==> config.mk <==
export PLATFORM = sky130hd
export DESIGN_NAME = mem_bus_arbiter
export DESIGN_NICKNAME = d
export VERILOG_FILES = /design/src/rtl/mem_arb_pkg.sv /design/src/rtl/mem_bus_arbiter.sv
export SDC_FILE = /design/constraint.sdc
export NUM_CORES = 1
export LEC_CHECK = 0
export ABC_CLOCK_PERIOD_IN_PS = 3400
export BUFFER_PORTS_ARGS = -buffer_cell sky130_fd_sc_hd__buf_2
export CAP_MARGIN = 20
export CORE_MARGIN = 1.5
export CORE_UTILIZATION = 49
export CTS_CLUSTER_DIAMETER = 40
export CTS_CLUSTER_SIZE = 8
export DETAILED_ROUTE_END_ITERATION = 7
export MAX_ROUTING_LAYER = met4
export PLACE_DENSITY = 0.9
export SLEW_MARGIN = 30
export SYNTH_ARGS = -nofsm -noshare
export SYNTH_HDL_FRONTEND = slang
export SYNTH_SLANG_ARGS = --single-unit
export TNS_END_PERCENT = 1
==> constraint.sdc <==
create_clock -name clk -period 3.4 [get_ports clk]
set_input_delay 0.68 -clock clk [delete_from_list [all_inputs] [get_ports clk]]
set_output_delay 0.68 -clock clk [all_outputs]
set_load 0.005 [all_outputs]
==> src/rtl/mem_arb_pkg.sv <==
// Shared types and default widths for the fetch/data memory bus arbiter.
package mem_arb_pkg;

  typedef enum logic [1:0] {
    ST_IDLE,
    ST_BUSY,
    ST_DONE
  } arb_state_t;

  typedef enum logic {
    OWN_INST,
    OWN_DATA
  } arb_owner_t;

  localparam int DEF_AW      = 32;
  localparam int DEF_DW      = 32;
  localparam int DEF_TIMEOUT = 255;

endpackage

==> src/rtl/mem_bus_arbiter.sv <==
// Fetch/data arbiter onto one bus, one outstanding access, data has fixed priority; ok pulses one cycle after bus_ack.
// Waiting ports see stall until their ok; optional bus timeout under MEM_ARB_TIMEOUT_EN.
module mem_bus_arbiter
  import mem_arb_pkg::*;
#(
  parameter int AW      = DEF_AW,
  parameter int DW      = DEF_DW,
  parameter int TIMEOUT = DEF_TIMEOUT
) (
  input  logic            clk,
  input  logic            rst,
  input  logic            inst_req,
  input  logic [AW-1:0]   inst_addr,
  output logic [DW-1:0]   inst_rdata,
  output logic            inst_ok,
  input  logic            data_req,
  input  logic            data_wr,
  input  logic [DW/8-1:0] data_wstrb,
  input  logic [AW-1:0]   data_addr,
  input  logic [DW-1:0]   data_wdata,
  output logic [DW-1:0]   data_rdata,
  output logic            data_ok,
  output logic            stall_inst,
  output logic            stall_data,
  output logic            bus_req,
  output logic            bus_wr,
  output logic [DW/8-1:0] bus_wstrb,
  output logic [AW-1:0]   bus_addr,
  output logic [DW-1:0]   bus_wdata,
  input  logic [DW-1:0]   bus_rdata,
  input  logic            bus_ack,
  output logic            err
);

  arb_state_t state;
  arb_owner_t owner;
  logic       tmo_hit;

`ifdef MEM_ARB_TIMEOUT_EN
  localparam int CW = $clog2(TIMEOUT + 1);
  logic [CW-1:0] tmo_cnt;

  // Hit on the TIMEOUT-th BUSY cycle without an ack; the ack check below wins a tie.
  assign tmo_hit = (tmo_cnt == CW'(TIMEOUT - 1));

  always_ff @(posedge clk or negedge rst) begin
    if (!rst) begin
      tmo_cnt <= '0;
    end else if (state != ST_BUSY) begin
      tmo_cnt <= '0;
    end else if (!bus_ack) begin
      tmo_cnt <= tmo_cnt + CW'(1);
    end
  end
`else
  logic unused_timeout;
  assign tmo_hit        = 1'b0;
  // The timeout length only matters when the counter is built in.
  assign unused_timeout = (TIMEOUT == 0);
`endif

  assign stall_inst = inst_req & ~inst_ok;
  assign stall_data = data_req & ~data_ok;

  always_ff @(posedge clk or negedge rst) begin
    if (!rst) begin
      state      <= ST_IDLE;
      owner      <= OWN_INST;
      inst_rdata <= '0;
      inst_ok    <= 1'b0;
      data_rdata <= '0;
      data_ok    <= 1'b0;
      bus_req    <= 1'b0;
      bus_wr     <= 1'b0;
      bus_wstrb  <= '0;
      bus_addr   <= '0;
      bus_wdata  <= '0;
      err        <= 1'b0;
    end else begin
      inst_ok <= 1'b0;
      data_ok <= 1'b0;
      err     <= 1'b0;
      case (state)
        ST_IDLE: begin
          if (data_req) begin
            state     <= ST_BUSY;
            owner     <= OWN_DATA;
            bus_req   <= 1'b1;
            bus_wr    <= data_wr;
            bus_wstrb <= data_wr ? data_wstrb : '0;
            bus_addr  <= data_addr;
            bus_wdata <= data_wdata;
          end else if (inst_req) begin
            state     <= ST_BUSY;
            owner     <= OWN_INST;
            bus_req   <= 1'b1;
            bus_wr    <= 1'b0;
            bus_wstrb <= '0;
            bus_addr  <= inst_addr;
            bus_wdata <= '0;
          end
        end
        ST_BUSY: begin
          if (bus_ack) begin
            state   <= ST_DONE;
            bus_req <= 1'b0;
            if (owner == OWN_DATA) begin
              data_ok    <= 1'b1;
              data_rdata <= bus_wr ? '0 : bus_rdata;
            end else begin
              inst_ok    <= 1'b1;
              inst_rdata <= bus_rdata;
            end
          end else if (tmo_hit) begin
            state   <= ST_DONE;
            bus_req <= 1'b0;
            err     <= 1'b1;
            if (owner == OWN_DATA) begin
              data_ok    <= 1'b1;
              data_rdata <= '0;
            end else begin
              inst_ok    <= 1'b1;
              inst_rdata <= '0;
            end
          end
        end
        ST_DONE: begin
          // Requests are still the old ones here; look again only from IDLE.
          state      <= ST_IDLE;
          inst_rdata <= '0;
          data_rdata <= '0;
        end
        default: state <= ST_IDLE;
      endcase
    end
  end

endmodule
Word-level counts from Yosys, hierarchy flattened
Index checks and enable logic that the tools add are counted.

Input bits: 138. Bits in latches: 0. Flip-flop bits (word level): 139. Memories: 0. Word-level logic and storage cells: 61. Output and inout port bits: 139. Bits in writable memories: 0. Bits in read-only memories: 0.

Divide/modulo/power cells: 0. Reductions and logical operators: 9. Shift-type cells: 0. Bitwise gates (word level): 4. Muxes and demuxes: 31. Equality and inequality tests: 6. Add/sub/neg operators: 0. Multipliers: 0. $lt $le $gt $ge: 0.

Operators by type and width (number): 2-to-1 mux 32 bit (9); one-hot mux 32 bit (2 select lines) (2); 2-to-1 mux 1 bit (12); 2-to-1 mux 4 bit (3); AND reduction 3 bit (3); 2-to-1 mux 2 bit (3); inequality test 2 bit (second input constant) (3); nonzero test 2 bit (3); one-hot mux 2 bit (2 select lines) (1); AND reduction 2 bit (2); inequality test 3 bit (second input constant) (1); bitwise AND 1 bit (2); == test 2 x 1 -> 1 bit (second input constant) (1); == test 2 bit (second input constant) (1); logical NOT 2 bit (1); NOT 1 bit (2); one-hot mux 1 bit (2 select lines) (1).

Depth between registers and ports, before layout
Gate-level depths: netlist of run 1.

Depth in word-level cells: 4. Gate-level depth with buffers: 6. Mapped depth without buffers: 3.

Least setup slack after synthesis of run 1
No wires, ideal clock.

Kind: in2out. Start: input port data_req. End: output port stall_data. Stages: 3. Data arrival time: 1.172 ns. Path slack: 1.548 ns. Required time: 2.720 ns. Buffers on the path: 2. Path through: buf_2 buf_4 nor2b_1.

Word-level cells in the longest chain between the ends: 1.

Ends and longest elaborated chain: from (decl) (line mem_bus_arbiter.sv:16) `input logic data_req,`; bitwise AND 1 bit (line mem_bus_arbiter.sv:63) `assign stall_data = data_req & ~data_ok;`; to (decl) (line mem_bus_arbiter.sv:24) `output logic stall_data,`.

No other way between the ends.

Worst setup path after layout of run 1
Start: register state[0]. End: register data_rdata[20].

Word-level cells in the longest chain between the ends: 3. Elaborated cells on any way between the ends: 7. Classes of those cells: eq/ne (4); mux (1); reduce/logical (2).

Ends and longest elaborated chain: from (decl) (line mem_bus_arbiter.sv:35) `arb_state_t state;`; from (signal assigned) (line mem_bus_arbiter.sv:67) `state <= ST_IDLE;`; from (signal assigned) (line mem_bus_arbiter.sv:86) `state <= ST_BUSY;`; from (signal assigned) (line mem_bus_arbiter.sv:94) `state <= ST_BUSY;`; == test 2 x 1 -> 1 bit / == test 2 bit (equally long branches) (line mem_bus_arbiter.sv:83) `case (state)`; inequality test 2 bit (no line) / nonzero test 2 bit (equally long branches); AND reduction 3 bit (no line); to (signal assigned) (line mem_bus_arbiter.sv:109) `data_rdata <= bus_wr ? '0 : bus_rdata;`; to (decl) (line mem_bus_arbiter.sv:21) `output logic [DW-1:0] data_rdata,`.

Parallel ways exist; a longest one is shown, timed or not. A chain may end at the register's enable or synchronous reset.

==> results of run 1 <==
[layout by cell type (no fill, tap or decap), drive strengths merged]
cell type,n
bufinv,1
dfrtp,139
nor2b,3
a22o,65
and2,1
mux2,64
conb,1
or2b,1
nand2,67
nor2,1
clkinv,6
clkbuf,20
clkinvlp,2
and4b,1
inv,2
nand3b,1
a32o,4
a21o,1
o21ai,34
and4bb,1
buf,284
nand2b,1
nor3b,1
[logic make-up (layout without fill, tap and decap cells)]
group,Yosys count,in the layout,share of synthesized area [%]
compound gates,104,104,14.2
flops,139,139,62.6
buf+inv,35,315,3.81
mux,64,64,13.0
other cells,1,1,0.0675
simple gates,78,78,6.26
[worst register-to-register path, delay by kind of cell, from the launching register on]
family | cells | cell delay (ps)
simple gates | 2 | 870
flops | 1 | 430
buf+inv | 1 | 330
compound gates | 1 | 270
[stage by stage]
| step | hold slack, ps | power [mW] | std cells | setup slack, ps | util [%] |
|---|---|---|---|---|---|
| 2_1_floorplan | 384 | 3.96 | 421 | 1550 | - |
| 3_3_place_gp | 469 | 4.92 | 811 | 1210 | 64.0 |
| 3_5_place_dp | 465 | 5.07 | 811 | 1120 | 64.0 |
| 4_1_cts | 261 | 6.81 | 841 | 1440 | 69.0 |
| 5_1_grt | 274 | 7.17 | 841 | 1280 | 69.0 |
| 6_report | 257 | 6.76 | 841 | 1440 | 69.0 |
[state kept, by name, summed over array words and instances (netlist names)]
signal and count:
inst_rdata 32, bus_wstrb 4, bus_req 1, owner 1
inst_ok 1, data_rdata 32, bus_addr 32, state 2
data_ok 1, bus_wr 1, bus_wdata 32
[area by class of cell]
cell class	instances	area, sq um
clock buffers	20	457
multi-input cells	247	1880
repair buffers	284	1460
inverters	1	3.75
clock inverters	10	95.1
well taps	140	175
flip-flops and latches	139	3480
fillers	803	3390
[per-layer routing]
metal	up-vias	GRT usage [%]	share of wire, %
li1	2041	-	-
met1	2208	29.4	38
met2	221	41.9	51
met3	43	7.77	7.5
met4	0	12.3	3.3
met5	-	-	0
[power by group through the flow]
| stage | Combinational [mW] | Clock [mW] | Sequential (mW) |
|---|---|---|---|
| floorplan | 1.15 | 0 | 2.82 |
| global placement | 2.16 | 0 | 2.76 |
| detailed placement | 2.28 | 0 | 2.79 |
| CTS | 2.28 | 1.74 | 2.79 |
| global route | 2.47 | 1.82 | 2.88 |
| finish | 2.25 | 1.71 | 2.79 |
[path summary, 6_finish.rpt]
kind | from | end
max reg2reg | state[0] | data_rdata[20]
max in group asynchronous | rst | bus_addr[22]
min reg2reg | bus_req | bus_req
min in group clk | bus_req | bus_req
max | state[0] | data_rdata[20]
min | rst | bus_wdata[13]
==> results.py, run 1 <==
metrics = {
    "drt": {
        "drcViolationCount": 0,
        "drt_first_pass_iters": 5,
        "drt-wirelength-per-cell_um": 17.8,
        "ant_nets": 0,
        "drt_initial_violations": 302,
        "routed_via_density": 5.37,
        "routed_wirelength_mm": 14.9,
        "detailroute.via_count": 4513,
    },
    "layout": {
        "nets": 828,
        "areaGrowthSynthToFinish_pct": 35.9,
        "final_cell_area_sq_um": 7550,
        "num_antenna_cells": 0,
        "layout-drive-gt1-share_pct": 52.1,
    },
    "pwr": {
        "combPwrFrac_pct": 33.3,
        "worst_ir_drop_vdd_v": 0.000517,
        "p_sw_mw": 2.20,
        "power_switching_share_pct": 32.5,
        "power_density_nw_per_um2": 895,
        "power_frac_seq_pct": 41.3,
        "internal-power_mw": 4.56,
        "power.share.clock_pct": 25.4,
        "p_leak_nw": 3.99,
    },
    "synthesis": {
        "cell_area_after_synthesis_sq_um": 5550,
        "synth_enable_flop_cells": 0,
        "synth-main-ff-cell": "dfrtp_1",
        "count_leader_synth": "dfrtp_1",
        "synthCells": 421,
        "postSynthAreaPerCell_sq_um": 13.2,
        "yosysWarnings": 0,
        "synth_fp_nets": 559,
        "synthDominantCellAreaShare_pct": 62.6,
        "post_synth_most_frequent_cells": "dfrtp_1 (139), nand2_1 (67), a22o_1 (65)",
        "async_set_or_reset_register_ratio_after_synthesis_pct": 100,
        "synth_register_bits": 139,
        "seq_area_frac_synth_pct": 62.6,
        "unique_masters_post_synth": 26,
        "synthTopCellsByArea": "dfrtp_1 (63%), a22o_1 (10%), mux2_2 (9.3%)",
        "largest_area_contributor_in_the_netlist": "dfrtp_1",
    },
    "worst_hold_path": {
        "hold_path_class": "in -> async",
    },
    "critical_path": {
        "reg2regPathDepth": 4,
        "worst_path_largest_cell_delay_ps": 730,
        "worst_ep_arrival_time_ps": 2300,
        "timing.critical_path.buf_inv": 1,
        "cp_cell_sequence": "nand2b_1 -> buf_4 -> nor2b_4 -> a22o_1",
        "worstSetupEndpointType": "register",
        "crit_path_leading_delay_family": "simple AND/OR/NAND/NOR gates",
        "timing.critical_path.from_type": "register",
        "r2r_slack_ps": 1440,
        "worstPathRequired_ps": 3740,
        "worstPathMaxFanout": 33,
        "timing.setup.critical_path_class": "reg -> reg",
        "crit_path_top_delay_cell": "nor2b_4",
        "crit_cells": 4,
    },
    "outcome": {
        "result_of_the_run": "finished clean",
    },
    "clock_network": {
        "clk_pin_slew_worst_paths_ps": 60,
        "postCtsSetupRepairBufs": 0,
        "h-tree-depth": 4,
        "latest_clock_arrival_within_the_worst_skew_pair_ps": 400,
        "cts.path.max_buffers": 2,
        "numClockSinks": 139,
        "clockRootBuffer": "clkbuf_16",
        "postCtsResizedCells": 0,
        "tritoncts_clock_tree": "built",
        "total_cts_buffers": 17,
        "ctsHoldBuffers": 0,
    },
    "sta": {
        "post-route-min-period_ps": 1960,
        "timing.max_slew.rel_slack_pct": 47.2,
        "fmax_mhz": 511,
        "fin_worst_skew_ps": 8.74,
        "final-setup-viol-count": 0,
        "setup_total_negative_slack_ps": 0,
        "report.final.slew_viol_count": 0,
        "final_hold_viol_count": 0,
        "worst_pin_slew_ps": 791,
        "final_worst_path_period_share_pct": 57.6,
        "setup_repair_after_global_routing_missed_its_margin": "no",
    },
    "global_routing": {
        "grt_util_all_layers_pct": 25.9,
        "via_count_of_the_first_global_routing_pass": 4591,
        "grt_first_pass_wirelength_mm": 22.7,
        "grt_start_max_net_pins": 69,
        "grt-ovfl-total": 0,
        "number_of_antenna_violations_at_the_first_check_in_global_routing": 0,
    },
    "die": {
        "number_of_rows_created_at_floorplan": 38,
        "initial_core_util_pct": 50.8,
        "die_width_um": 109,
        "design.core.area_sq_um": 10900,
        "io_pins": 277,
        "die_area_sq_um": 12000,
        "vertical_die_dimension_um": 109,
    },
    "place": {
        "routabilityCongestion": 0.884,
        "place_hpwl_mm": 10.8,
        "port_buffer_count": 275,
        "dpl-instance-area_sq_um": 7000,
    },
    "flow_run": {
        "drv_cap": 0,
    },
}
Note: power is estimated with default switching activity, not from simulation.
==> run 2: changes to the inputs <==
--- a/config.mk
+++ b/config.mk
@@ -5,16 +5,17 @@
 export SDC_FILE = /design/constraint.sdc
 export NUM_CORES = 1
 export LEC_CHECK = 0
-export ABC_CLOCK_PERIOD_IN_PS = 3400
+export ABC_AREA = 1
+export ABC_CLOCK_PERIOD_IN_PS = 1800
 export BUFFER_PORTS_ARGS = -buffer_cell sky130_fd_sc_hd__buf_2
 export CAP_MARGIN = 20
 export CORE_MARGIN = 1.5
-export CORE_UTILIZATION = 49
+export CORE_UTILIZATION = 43
 export CTS_CLUSTER_DIAMETER = 40
 export CTS_CLUSTER_SIZE = 8
 export DETAILED_ROUTE_END_ITERATION = 7
 export MAX_ROUTING_LAYER = met4
-export PLACE_DENSITY = 0.9
+export PLACE_DENSITY = 0.82
 export SLEW_MARGIN = 30
 export SYNTH_ARGS = -nofsm -noshare
 export SYNTH_HDL_FRONTEND = slang
==> constraint.sdc (replaced) <==
create_clock -name clk -period 1.8 [get_ports clk]
set_input_delay 0.36 -clock clk [delete_from_list [all_inputs] [get_ports clk]]
set_output_delay 0.36 -clock clk [all_outputs]
set_load 0.005 [all_outputs]
==> results.py, run 2 <==
metrics = {
    "synthesis": {
        "synthCells": 778,
        "seq_area_frac_synth_pct": 56.4,
        "cell_area_after_synthesis_sq_um": 6170,
        "synth_fp_nets": 916,
        "largest_area_contributor_in_the_netlist": "dfrtp_1",
        "async_set_or_reset_register_ratio_after_synthesis_pct": 100,
        "unique_masters_post_synth": 17,
        "synthDominantCellAreaShare_pct": 56.4,
        "synth-main-ff-cell": "dfrtp_1",
        "yosysWarnings": 0,
        "synthTopCellsByArea": "dfrtp_1 (56%), nand2_1 (23%), nand3_1 (11%)",
        "post_synth_most_frequent_cells": "nand2_1 (370), dfrtp_1 (139), nand3_1 (132)",
        "synth_enable_flop_cells": 0,
        "synth_register_bits": 139,
        "postSynthAreaPerCell_sq_um": 7.93,
        "count_leader_synth": "nand2_1",
    },
    "critical_path": {
        "timing.critical_path.from": "data_req",
        "timing.critical_path.from_type": "input port",
        "r2r_slack_ps": 390,
        "timing.setup.critical_path_class": "in -> out",
        "crit_path_leading_delay_family": "buffers and inverters",
        "critical-path-top-cell-by-count": "buf_2",
        "crit-reg2reg-capture": "bus_wstrb[2]",
        "reg2regPathDepth": 5,
        "timing.critical_path.buf_inv": 3,
        "worst_path_largest_cell_delay_ps": 390,
        "crit_cells": 4,
        "worstSetupEndpointType": "output pin",
        "worstPathRequired_ps": 1440,
        "timing.rr.start": "state[1]",
        "cp_cell_sequence": "buf_2 -> inv_2 -> nor2_1 -> buf_2",
        "worstPathMaxFanout": 26,
        "worst_ep_arrival_time_ps": 1100,
        "crit_path_top_delay_cell": "inv_2",
        "worst_setup_path_end": "stall_data",
    },
    "layout": {
        "layout-drive-gt1-share_pct": 31.6,
        "filler_cell_count": 1236,
        "multi_input_comb_area_sq_um": 2270,
        "areaGrowthSynthToFinish_pct": 35.5,
        "seqCellArea_sq_um": 3480,
        "most-common-layout-cells": "nand2_1 (370), buf_2 (274), dfrtp_1 (139), nand3_1 (132), nor2_1 (37)",
        "nets": 1178,
        "mostFrequentLayoutCell": "nand2_1",
    },
    "place": {
        "port_buffer_count": 275,
        "place_hpwl_mm": 12.3,
        "routabilityCongestion": 0.832,
    },
    "clock_network": {
        "numClockSinks": 139,
        "latest_clock_arrival_within_the_worst_skew_pair_ps": 420,
        "h-tree-depth": 4,
        "clockRootBuffer": "clkbuf_16",
        "clk_pin_slew_worst_paths_ps": 60,
        "postCtsSetupRepairBufs": 0,
        "cts.path.max_buffers": 2,
        "tritoncts_clock_tree": "built",
        "total_cts_buffers": 17,
    },
    "sta": {
        "fmax_mhz": 687,
        "worst_pin_slew_ps": 510,
        "final_hold_viol_count": 0,
        "hold_ws_ps": 141,
        "final-setup-viol-count": 0,
        "fin_worst_skew_ps": 4.96,
        "setup_total_negative_slack_ps": 0,
        "report.final.slew_viol_count": 0,
        "post-route-min-period_ps": 1460,
        "final_worst_path_period_share_pct": 80.9,
        "timing.max_slew.rel_slack_pct": 65.9,
        "setup_repair_after_global_routing_missed_its_margin": "no",
    },
    "global_routing": {
        "grt_first_pass_wirelength_mm": 27.5,
        "grt_util_all_layers_pct": 24.4,
        "grt_start_max_net_pins": 97,
        "grt-ovfl-total": 0,
        "via_count_of_the_first_global_routing_pass": 5640,
        "number_of_antenna_violations_at_the_first_check_in_global_routing": 1,
    },
    "die": {
        "initial_core_util_pct": 44.3,
        "number_of_rows_created_at_floorplan": 43,
        "design.core.area_sq_um": 13900,
        "io_pins": 277,
        "die_area_sq_um": 15100,
        "vertical_die_dimension_um": 123,
        "die_width_um": 123,
    },
    "drt": {
        "drt-wirelength-per-cell_um": 14.3,
        "routed_via_density": 4.87,
        "drcViolationCount": 0,
        "detailroute.via_count": 6006,
        "routed_wirelength_mm": 17.7,
        "drt_initial_violations": 333,
        "drt_first_pass_iters": 4,
        "ant_nets": 0,
    },
    "pwr": {
        "power_density_nw_per_um2": 1680,
        "total_power_mw": 14.1,
        "worst_ir_drop_vdd_v": 0.000942,
        "p_leak_nw": 5.14,
    },
    "flow_run": {
        "drv_cap": 0,
    },
    "outcome": {
        "result_of_the_run": "finished clean",
    },
    "worst_hold_path": {
        "hold_path_class": "in -> reg",
    },
}
## run 2: worst min path at each step
stage          slack, ps  cells past startpoint        endpoint      startpoint
5_1_grt              130                      3   bus_wdata[15]  data_wdata[15]
2_1_floorplan         60                      0     bus_addr[0]             rst
3_5_place_dp         300                      1  inst_rdata[25]             rst
3_3_place_gp         300                      1  inst_rdata[22]             rst
6_report             140                      3   bus_wdata[25]  data_wdata[25]
4_1_cts              120                      3   bus_wdata[26]  data_wdata[26]
## run 2: metrics by stage
stage	utilization (%)	instances	instance area, sq um	setup WS, ps
6_report	60.0	1234	8370	344
4_1_cts	60.0	1233	8360	340
3_5_place_dp	55.3	1200	7710	332
2_1_floorplan	-	778	6170	546
3_3_place_gp	55.3	1200	7710	364
5_1_grt	60.0	1234	8370	278
## run 2: cell type report
cell class / count / area share (%)
Antenna cell: 1 / 0.0299
Clock buffer: 18 / 5.13
Clock inverter: 14 / 2.60
Inverter: 39 / 1.75
Multi-Input combinational cell: 550 / 27.1
Sequential cell: 139 / 41.6
Tap cell: 180 / 2.69
Timing Repair Buffer: 293 / 19.1
## run 2: power breakdown
part           internal, mW  switching, mW
logic                  2.02           2.91
registers              4.56          0.788
clock network          2.46           1.35
total                  9.05           5.05
## run 2: repair_timing
| item | CTS | global route |
|---|---|---|
| endpoints found under the hold margin | 34 | 0 |
| resized for setup | 0 | 0 |
| hold buffers | 1 | 0 |
## run 2: worst reg2reg max path, cell delays in order (launching register included)
cell	delay, ps
dfrtp_1	440
nor2_1	270
o21ai_4	170
buf_12	240
nand2_1	140
nand2_1	50
## run 2: logic make-up after synthesis
family | share of synthesized area, %
AND/OR/NAND/NOR | 36.2
flip-flops | 56.4
buffers and inverters | 6.85
AO/OA/AOI/OAI | 0.507
other | 0.0608
## run 2: metal layers
layer | global-route usage [%] | up-vias | wire (um)
li1 | - | 2933 | -
met1 | 29.1 | 2772 | 7000
met2 | 39.3 | 268 | 8780
met3 | 6.23 | 33 | 1410
met4 | 10.6 | 0 | 458
met5 | - | - | 0
==> run 3: changes to the inputs <==
--- a/config.mk
+++ b/config.mk
@@ -6,7 +6,7 @@
 export NUM_CORES = 1
 export LEC_CHECK = 0
 export ABC_AREA = 1
-export ABC_CLOCK_PERIOD_IN_PS = 1800
+export ABC_CLOCK_PERIOD_IN_PS = 1200
 export BUFFER_PORTS_ARGS = -buffer_cell sky130_fd_sc_hd__buf_2
 export CAP_MARGIN = 20
 export CORE_MARGIN = 1.5
==> constraint.sdc (replaced) <==
create_clock -name clk -period 1.2 [get_ports clk]
set_input_delay 0.24 -clock clk [delete_from_list [all_inputs] [get_ports clk]]
set_output_delay 0.24 -clock clk [all_outputs]
set_load 0.005 [all_outputs]
==> results.py, run 3 (synthesis gave the netlist of run 2 again) <==
metrics = {
    "die": {
        "die_width_um": 123,
        "io_pins": 277,
        "vertical_die_dimension_um": 123,
        "die_area_sq_um": 15100,
        "initial_core_util_pct": 44.3,
        "design.core.area_sq_um": 13900,
        "number_of_rows_created_at_floorplan": 43,
    },
    "pwr": {
        "worst_ir_drop_vdd_v": 0.00116,
        "p_leak_nw": 5.33,
        "power_switching_share_pct": 36.5,
        "power.share.clock_pct": 23.0,
        "combPwrFrac_pct": 39.5,
        "power_density_nw_per_um2": 2450,
        "total_power_mw": 21.6,
        "power_frac_seq_pct": 37.4,
        "p_sw_mw": 7.88,
        "internal-power_mw": 13.7,
    },
    "layout": {
        "fin_util_pct": 63.2,
        "filler_cell_count": 1210,
        "layout-drive-gt1-share_pct": 34.0,
        "most-common-layout-cells": "nand2_1 (366), buf_2 (269), dfrtp_1 (137), nand3_1 (125), nor2_1 (37)",
        "mostFrequentLayoutCell": "nand2_1",
        "multi_input_comb_area_sq_um": 2330,
        "seqCellArea_sq_um": 3480,
        "final_cell_area_sq_um": 8800,
        "areaGrowthSynthToFinish_pct": 42.6,
        "layout.cells.non_filler": 1258,
        "nets": 1202,
    },
    "clock_network": {
        "total_cts_buffers": 17,
        "h-tree-depth": 4,
        "numClockSinks": 139,
        "latest_clock_arrival_within_the_worst_skew_pair_ps": 420,
        "clk_pin_slew_worst_paths_ps": 60,
        "clockRootBuffer": "clkbuf_16",
        "cts.path.max_buffers": 2,
        "tritoncts_clock_tree": "built",
    },
    "drt": {
        "routed-wl-met2_mm": 9.31,
        "detailroute.via_count": 6272,
        "highest_layer": "met4",
        "drt_first_pass_iters": 5,
        "routed_via_density": 4.99,
        "drt-wirelength-per-cell_um": 15.0,
        "routed_wirelength_mm": 18.8,
        "met1_length_mm": 7.74,
        "ant_nets": 0,
        "drt_initial_violations": 412,
        "wl_met3_mm": 1.35,
        "drcViolationCount": 0,
    },
    "sta": {
        "fin_worst_skew_ps": 8.01,
        "setup_total_negative_slack_ps": -1380,
        "post-route-min-period_ps": 1300,
        "report.final.slew_viol_count": 0,
        "fmax_mhz": 766,
        "setup_repair_after_global_routing_missed_its_margin": "yes",
        "final-setup-viol-count": 39,
        "final_hold_viol_count": 0,
        "hold_ws_ps": 21.9,
        "setup_ws_ps": -105,
        "final_worst_path_period_share_pct": 109,
    },
    "global_routing": {
        "number_of_antenna_violations_at_the_first_check_in_global_routing": 1,
        "grt_start_max_net_pins": 97,
        "via_count_of_the_first_global_routing_pass": 5725,
        "grt_first_pass_wirelength_mm": 27.9,
        "grt-ovfl-total": 0,
        "grt_util_all_layers_pct": 24.8,
    },
    "flow_run": {
        "drv_cap": 0,
    },
    "place": {
        "dpl-instance-area_sq_um": 7890,
        "place_hpwl_mm": 12.6,
        "dp_worst_setup_slack_ps": -38.3,
        "port_buffer_count": 275,
        "dp.cells": 1211,
        "routabilityCongestion": 0.876,
    },
    "outcome": {
        "violated_checks": "negative setup slack",
        "result_of_the_run": "finished with violations",
    },
    "critical_path": {
        "timing.critical_path.from_type": "register",
        "timing.setup.critical_path_class": "reg -> out",
        "worstPathRequired_ps": 960,
        "worst_ep_arrival_time_ps": 1060,
        "worstSetupEndpointType": "output pin",
        "worstPathMaxFanout": 2,
    },
    "worst_hold_path": {
        "hold_path_class": "in -> reg",
    },
}
==> run 3: cell types whose count changed in the layout (fill, tap and decap cells not counted), moves of 3 or more <==
cell	before	now
dlygate4sd3_1	1	5
buf_6	1	6
buf_4	11	16
nand3_2	0	7
buf_12	6	14
clkbuf_8	0	3
bufinv_16	5	1
clkbuf_16	17	22
buf_2	274	269
nand2_2	1	4
nand2_1	370	366
nand3_1	132	125
==> run 3: metal layers <==
metal  track usage [%]  vias up
met3              5.48       36
met1              30.2     2958
met4              10.7        0
li1                  -     2983
met2              39.8      295
met5                 -        -
==> run 3: power groups by stage <==
stage | logic [mW] | registers, mW | clock network (mW)
after floorplan | 3.77 | 8.18 | 0
after global placement | 7.68 | 8.00 | 0
after detailed placement | 7.92 | 8.04 | 0
after CTS | 8.15 | 8.03 | 5.07
after global routing | 9.59 | 8.32 | 5.30
final | 8.54 | 8.08 | 4.97
==> run 3: timing repair <==
| action | in CTS | in global routing |
|---|---|---|
| setup buffers | 2 | 1 |
| endpoints found under the hold margin | 128 | 0 |
| gates resized for setup | 8 | 14 |
| endpoints found under the setup margin | 93 | 222 |
| hold buffers | 5 | 0 |
| cloned | 1 | 5 |
| pin swaps | 3 | 14 |
==> run 3: path summary, 6_finish.rpt <==
path	from	endpoint	slack (ps)	cells past startpoint
worst max-delay path	bus_wr	bus_wr	-100	2
worst min-delay path	data_wdata[25]	bus_wdata[25]	20	3
worst max register to register	state[1]	data_rdata[8]	-80	7
worst min register to register	bus_wdata[4]	bus_wdata[4]	460	2
max in group asynchronous	rst	data_rdata[20]	450	3
min in group asynchronous	rst	inst_rdata[25]	260	2
==> run 3: cell type report <==
cell class	instances	share of cell area, %
clock buffers	20	5.30
well taps	180	2.56
multi-input cells	550	26.5
clock inverters	11	1.09
flip-flops and latches	139	39.6
repair buffers	317	23.3
diodes	2	0.0569
inverters	39	1.66
==> run 3: worst max-delay path, cell delays in order (launching register included) <==
cell and delay, ps:
dfrtp_2 420, buf_12 130, buf_6 110
